[config.mk]
export PLATFORM = sky130hd
export DESIGN_NAME = insn_coverage_collector
export DESIGN_NICKNAME = d
export VERILOG_FILES = /design/src/rtl/insn_coverage_pkg.sv /design/src/rtl/insn_coverage_sat_counter.sv /design/src/rtl/insn_coverage_collector.sv
export SDC_FILE = /design/constraint.sdc
export NUM_CORES = 2
export LEC_CHECK = 0
export BUFFER_PORTS_ARGS = -buffer_cell sky130_fd_sc_hd__buf_2
export CAP_MARGIN = 20
export CORE_MARGIN = 3
export CORE_UTILIZATION = 30
export CTS_CLUSTER_SIZE = 10
export DETAILED_ROUTE_END_ITERATION = 8
export GPL_ROUTABILITY_DRIVEN = 0
export PLACE_DENSITY = 0.56
export SETUP_SLACK_MARGIN = 0.4
export SLEW_MARGIN = 20
export SYNTH_ARGS = -nofsm -noshare
export SYNTH_HDL_FRONTEND = slang
export SYNTH_SLANG_ARGS = --single-unit
[constraint.sdc]
create_clock -name clock -period 2.3 [get_ports clock]
set_clock_uncertainty 0.1 [all_clocks]
set_input_delay 0.46 -clock clock [delete_from_list [all_inputs] [get_ports clock]]
set_output_delay 0.46 -clock clock [all_outputs]
set_load 0.02 [all_outputs]
[src/rtl/insn_coverage_pkg.sv]
// insn_coverage_pkg: shared types, decoder class-vector lengths and one-hot helper
//   state_e       collector FSM states
//   LEN_*         class-vector widths of the attached isa_coverage decoders
//   onehot0(vec)  true when vec has at most one bit set
package insn_coverage_pkg;

    typedef enum logic {RUN, CLEAR} state_e;

    localparam int LEN_RV32I  = 40;
    localparam int LEN_RV32IC = 66;
    localparam int LEN_RV64I  = 52;
    localparam int LEN_RV64IC = 82;

    // Widest class vector the helper accepts; callers zero-extend into it.
    localparam int ONEHOT_W = 128;

    // Clearing the lowest set bit leaves zero iff at most one bit was set,
    // equivalent to vec == (vec & -vec).
    function automatic logic onehot0(input logic [ONEHOT_W-1:0] vec);
        return (vec & (vec - 1'b1)) == '0;
    endfunction

endpackage

[src/rtl/insn_coverage_sat_counter.sv]
// insn_coverage_sat_counter: CNT_W counter that saturates at all-ones
//   clock, resetn  clock and asynchronous active-low reset
//   inc_i          increment (ignored once saturated)
//   clr_i          synchronous clear, wins over inc_i
//   cnt_o          current count
module insn_coverage_sat_counter #(
    parameter int CNT_W = 16
) (
    input  logic             clock,
    input  logic             resetn,
    input  logic             inc_i,
    input  logic             clr_i,
    output logic [CNT_W-1:0] cnt_o
);

    logic [CNT_W-1:0] cnt_q, cnt_d;

    always_comb begin
        cnt_d = clr_i ? '0 : (inc_i && cnt_q != '1) ? cnt_q + 1'b1 : cnt_q;
    end

    always_ff @(posedge clock or negedge resetn) begin
        if (!resetn) cnt_q <= '0;
        else         cnt_q <= cnt_d;
    end

    assign cnt_o = cnt_q;

endmodule

[src/rtl/insn_coverage_collector.sv]
// insn_coverage_collector: accumulates ISA class coverage from a decoder one-hot vector
//   clock, resetn          clock and asynchronous active-low reset
//   in_valid/in_ready      class vector beat handshake, in_class one-hot or zero
//   clear_req/clear_busy   start / progress of the counter clear sweep
//   rd_req/rd_ready/rd_idx counter readout request, index N_CLASSES = unknown counter
//   rd_valid/rd_data       readout result, one cycle after acceptance
//   hit_map/all_covered    classes seen so far, and all of them seen
//   onehot_err             sticky flag for multi-hot beats
//   total_cnt              accepted beats, wrapping
module insn_coverage_collector
    import insn_coverage_pkg::*;
#(
    parameter int N_CLASSES = 40,
    parameter int CNT_W     = 16,
    parameter int IDX_W     = $clog2(N_CLASSES + 1)
) (
    input  logic                 clock,
    input  logic                 resetn,
    input  logic                 in_valid,
    output logic                 in_ready,
    input  logic [N_CLASSES-1:0] in_class,
    input  logic                 clear_req,
    output logic                 clear_busy,
    input  logic                 rd_req,
    output logic                 rd_ready,
    input  logic [IDX_W-1:0]     rd_idx,
    output logic                 rd_valid,
    output logic [CNT_W-1:0]     rd_data,
    output logic [N_CLASSES-1:0] hit_map,
    output logic                 all_covered,
    output logic                 onehot_err,
    output logic [31:0]          total_cnt
);

    localparam logic [IDX_W-1:0] LAST_IDX = IDX_W'(N_CLASSES);

    state_e               state_q, state_d;
    logic [IDX_W-1:0]     sweep_q, sweep_d;
    logic [N_CLASSES-1:0] hit_q, hit_d;
    logic [31:0]          total_q, total_d;
    logic                 err_q, err_d;
    logic                 rd_valid_q, rd_valid_d;
    logic [CNT_W-1:0]     rd_data_q, rd_data_d;

    logic                 run, clr_first, beat, cls_zero, cls_one, rd_acc;
    logic [CNT_W-1:0]     rd_sel;
    logic [N_CLASSES:0]   inc, clr;
    logic [CNT_W-1:0]     cnt [N_CLASSES+1];

    always_comb begin
        run       = state_q == RUN;
        clr_first = !run && sweep_q == '0;
        beat      = in_valid && run;
        cls_zero  = in_class == '0;
        cls_one   = !cls_zero && onehot0(ONEHOT_W'(in_class));
        rd_acc    = rd_req && run;
        // Index N_CLASSES is the unknown counter; multi-hot beats touch no counter.
        inc       = {beat && cls_zero, (beat && cls_one) ? in_class : '0};
        rd_sel    = '0;
        for (int k = 0; k <= N_CLASSES; k++)
            if (rd_idx == IDX_W'(k)) rd_sel = cnt[k];
        state_d    = run ? (clear_req ? CLEAR : RUN) : (sweep_q == LAST_IDX ? RUN : CLEAR);
        sweep_d    = (run || sweep_q == LAST_IDX) ? '0 : sweep_q + 1'b1;
        hit_d      = clr_first ? '0 : hit_q | ((beat && cls_one) ? in_class : '0);
        total_d    = clr_first ? '0 : total_q + 32'(beat);
        err_d      = clr_first ? 1'b0 : err_q | (beat && !cls_zero && !cls_one);
        rd_valid_d = rd_acc;
        rd_data_d  = rd_acc ? rd_sel : rd_data_q;
    end

    always_ff @(posedge clock or negedge resetn) begin
        if (!resetn) begin
            state_q    <= RUN;
            sweep_q    <= '0;
            hit_q      <= '0;
            total_q    <= '0;
            err_q      <= 1'b0;
            rd_valid_q <= 1'b0;
            rd_data_q  <= '0;
        end else begin
            state_q    <= state_d;
            sweep_q    <= sweep_d;
            hit_q      <= hit_d;
            total_q    <= total_d;
            err_q      <= err_d;
            rd_valid_q <= rd_valid_d;
            rd_data_q  <= rd_data_d;
        end
    end

    // One counter zeroed per CLEAR cycle, selected by the sweep index.
    for (genvar g = 0; g <= N_CLASSES; g++) begin : g_cnt
        assign clr[g] = !run && sweep_q == IDX_W'(g);
        insn_coverage_sat_counter #(.CNT_W(CNT_W)) u_cnt (
            .clock  (clock),
            .resetn (resetn),
            .inc_i  (inc[g]),
            .clr_i  (clr[g]),
            .cnt_o  (cnt[g])
        );
    end

    assign in_ready    = run;
    assign rd_ready    = run;
    assign clear_busy  = !run;
    assign rd_valid    = rd_valid_q;
    assign rd_data     = rd_data_q;
    assign hit_map     = hit_q;
    assign all_covered = &hit_q;
    assign onehot_err  = err_q;
    assign total_cnt   = total_q;

endmodule

==> impl_metrics.yaml <==
placement:
  dp_hpwl_um: 157500
  place.port_buffers: 144
  place_ws_ps: -1956
logic_synthesis:
  synth-main-ff-cell: "dfrtp_1"
  synth_warnings: 0
  syn_area_um2: 45850
  synth_area_leaders: "dfrtp_1 (41%), nor2_1 (6.1%), xnor2_1 (4.9%), a21oi_1 (4.0%), nand3_1 (3.5%)"
  synth.distinct_cells: 95
  postSynthAreaPerCell_um2: 8.525
  synth_edf_count: 0
  synth_top_cell_area_share: 0.4110
  yosys.area.top_type: "dfrtp_1"
  syn_inst: 5378
  async_reset_ff_frac: 1.000
  ys_seq_area_frac: 0.4110
  synth_fp_nets: 5476
  synth_seq_cells: 753
global_route:
  grt_overflow_total: 0
  grt_max_degree: 97
  grt_pass1_vias: 48360
  antenna_found_initial: 10
  grt_pass1_wl_um: 317100
  grt_usage: 0.2652
floorplanning:
  core_area_um2: 150800
  die_w_um: 396.9
  die_h_um: 396.9
  num_io_pins: 145
  dieArea_um2: 157500
  start_util: 0.3039
  fp-row-count: 142
layout:
  fin_nets: 6866
  final_util: 0.4595
  drive_gt1_frac: 0.3472
  synthToLayoutAreaGrowth_pct: 51.18
  fillCellCount: 14140
timing:
  tightest_slew_ps: 880.3
  slew_headroom: 0.4070
  setup_violations: 731
  max_freq_mhz: 301.4
  finalCritPeriodShare: 1.443
  fin_setup_tns_ps: -517800
  hold_viol: 0
  rsz0062_at_grt: "yes"
  setup_ws_ps: -1018
  slew_violations: 0
  fin_crit_ps: 3318
power_and_ir_drop:
  powerDensity_nw_per_um2: 491.5
  power_w: 0.03406
  leakagePower_nw: 31.54
  ir_drop_uv: 617.3
worst_setup_path:
  worstPathCellList: "nand4_1, buf_4, or4_4, buf_6, nor4_4, buf_4, buf_6"
  worst-path-max-fanout: 2
  worstSetupPathType: "register to output port"
  cp.arrival_ps: 2760
  critical_path.slowest_cell: "or4_4"
  cp.required_ps: 1740
  start_kind: "register"
  slowest_delay_ps: 550
  cp-end-kind: "output port"
clock_tree:
  cts_buffer_depth: 3
  cts_tree: "built"
  numCtsBuffers: 94
  clk_pin_slew_ps: 60
  root_buffer: "clkbuf_16"
  ctsHtreeMaxLevel: 3
  clock-sinks: 753
  insertion_delay_ps: 730
drt:
  drt_iter0_markers: 6077
  final_antenna_net_count: 0
  wl_per_cell_um: 24.70
  vias: 50830
  drc: 0
  vias_per_cell: 5.743
  wl_um: 218700
  drt_first_pass_iters: 7
run_status:
  violations: "negative setup slack"
  status: "finished with violations"
hold_path:
  hold_path_class: "input port to register"
run:
  drv_cap: 0
-- timing repair --
action / CTS / global route
resized for setup: 406 / 385
hold buffers: 5 / 0
cloned: 35 / 11
hold endpoints to repair: 256 / 0
setup endpoints to repair: 835 / 835
buffers inserted: 102 / 80
pin swaps: 314 / 219
-- registers in the layout, indices dropped and copies added, names as in the netlist --
signal and cells:
g_cnt.u_cnt.cnt_o 656, rd_data 16, hit_map 40, sweep_q 6
onehot_err 1, rd_valid 1, clear_busy 1, total_cnt 32
-- Yosys cell counts, types with 16 or more instances --
cell and n:
a211oi_1 21, a21oi_1 371, a221oi_1 20, a22oi_1 18
a31oi_1 37, and2_1 55, and3_1 178, and4_1 54
buf_1 32, buf_2 53, clkbuf_1 246, dfrtp_1 753
ha_1 47, inv_1 87, mux2_2 20, mux2i_1 92
mux4_2 31, nand2_1 379, nand2b_1 21, nand3_1 319
nand4_1 209, nor2_1 749, nor2b_1 20, nor3_1 169
nor4_1 97, o211ai_1 16, o21ai_0 315, o221ai_1 22
o22ai_1 47, o31ai_1 38, or2_2 17, or3_1 161
or4_1 52, xnor2_1 259, xor2_1 178
-- cells by family (layout without fill, tap and decap cells) --
kind of cell / after synthesis / after routing / share of synthesized area
DFF: 753 / 753 / 0.4110
muxes: 143 / 143 / 0.04023
and+or+nand+nor: 2533 / 2534 / 0.2796
AOI/OAI and AO/OA: 1039 / 1040 / 0.1358
buffers and inverters: 423 / 1870 / 0.03641
adders and majority gates: 50 / 50 / 0.01348
other: 0 / 8 / 0
xor gates and xnor gates: 437 / 437 / 0.08348
-- report_power, final --
part           leakage (nW)  internal [W]  switching [W]
registers              10.4        0.0136       0.000339
logic                  19.6       0.00174        0.00349
clock network          1.47       0.00855        0.00637
-- worst max-delay path: cells and delay by family, from the launching register on --
family | cells | cell delay [ps]
AND/OR/NAND/NOR | 3 | 920
flip-flops | 1 | 470
buffers and inverters | 4 | 630
-- layout make-up --
class	instances	area [um2]	area share
Inverter	89	336.6	0.004856
Clock inverter	16	260.3	0.003755
Multi-Input combinational cell	4204	29810	0.4302
Antenna cell	8	20.02	0.0002888
Sequential cell	753	18840	0.2719
Timing Repair Buffer	1626	14770	0.2131
Tap cell	2016	2522	0.03639
Clock buffer	139	2743	0.03957
-- through the flow --
stage	instances	instance area, um2	hold slack, ps
6_report	8851	69310	42.85
5_1_grt	8844	69290	59.80
4_1_cts	8752	66740	8.667
3_5_place_dp	8455	59910	288.9
3_3_place_gp	8455	59910	292.1
2_1_floorplan	5378	48590	64.41
-- layer usage --
metal	part of all wire	global-route usage
met1	0.41	0.3569
met4	0.058	0.1288
met2	0.43	0.3950
met5	0.00045	0
met3	0.11	0.06774
-- cells in the final DEF (no fill, tap or decap), types with 24 or more instances in the layout --
| cell type | n |
|---|---|
| clkbuf_16 | 101 |
| a21oi_2 | 87 |
| o22ai_1 | 46 |
| nand2_1 | 366 |
| dfrtp_1 | 752 |
| or4_4 | 24 |
| nand4_1 | 209 |
| or3_1 | 114 |
| xor2_1 | 172 |
| buf_6 | 118 |
| o21ai_0 | 266 |
| mux4_2 | 31 |
| o31ai_1 | 24 |
| a31oi_1 | 35 |
| buf_2 | 131 |
| nor3_4 | 94 |
| xnor2_1 | 252 |
| nor3_1 | 62 |
| nor4_4 | 82 |
| or3_4 | 47 |
| a21oi_1 | 282 |
| inv_1 | 86 |
| ha_1 | 47 |
| buf_16 | 40 |
| buf_4 | 1191 |
| buf_12 | 103 |
| and3_1 | 172 |
| and4_1 | 51 |
| buf_8 | 32 |
| clkbuf_1 | 24 |
| o21ai_1 | 41 |
| or4_1 | 29 |
| nand3_1 | 292 |
| mux2i_1 | 92 |
| and2_1 | 55 |
| nor2_1 | 723 |
-- final timing paths --
path / startpoint / endpoint / slack, ps / depth (start not counted)
hold reg to reg: rd_data[10]$_DFFE_PN0P_ / rd_data[10]$_DFFE_PN0P_ / 400 / 2
setup / recovery: hit_map[19]$_DFF_PN0_ / all_covered / -1020 / 7
min in group asynchronous: resetn / g_cnt[10].u_cnt.cnt_o[2]$_DFFE_PN0P_ / 170 / 2
hold / removal: in_class[31] / hit_map[31]$_DFF_PN0_ / 40 / 4
setup reg to reg: g_cnt[3].u_cnt.cnt_o[9]$_DFFE_PN0P_ / rd_data[9]$_DFFE_PN0P_ / -740 / 8
max in group asynchronous: resetn / g_cnt[29].u_cnt.cnt_o[4]$_DFFE_PN0P_ / 1000 / 4
Note: power is estimated with default switching activity, not from simulation.
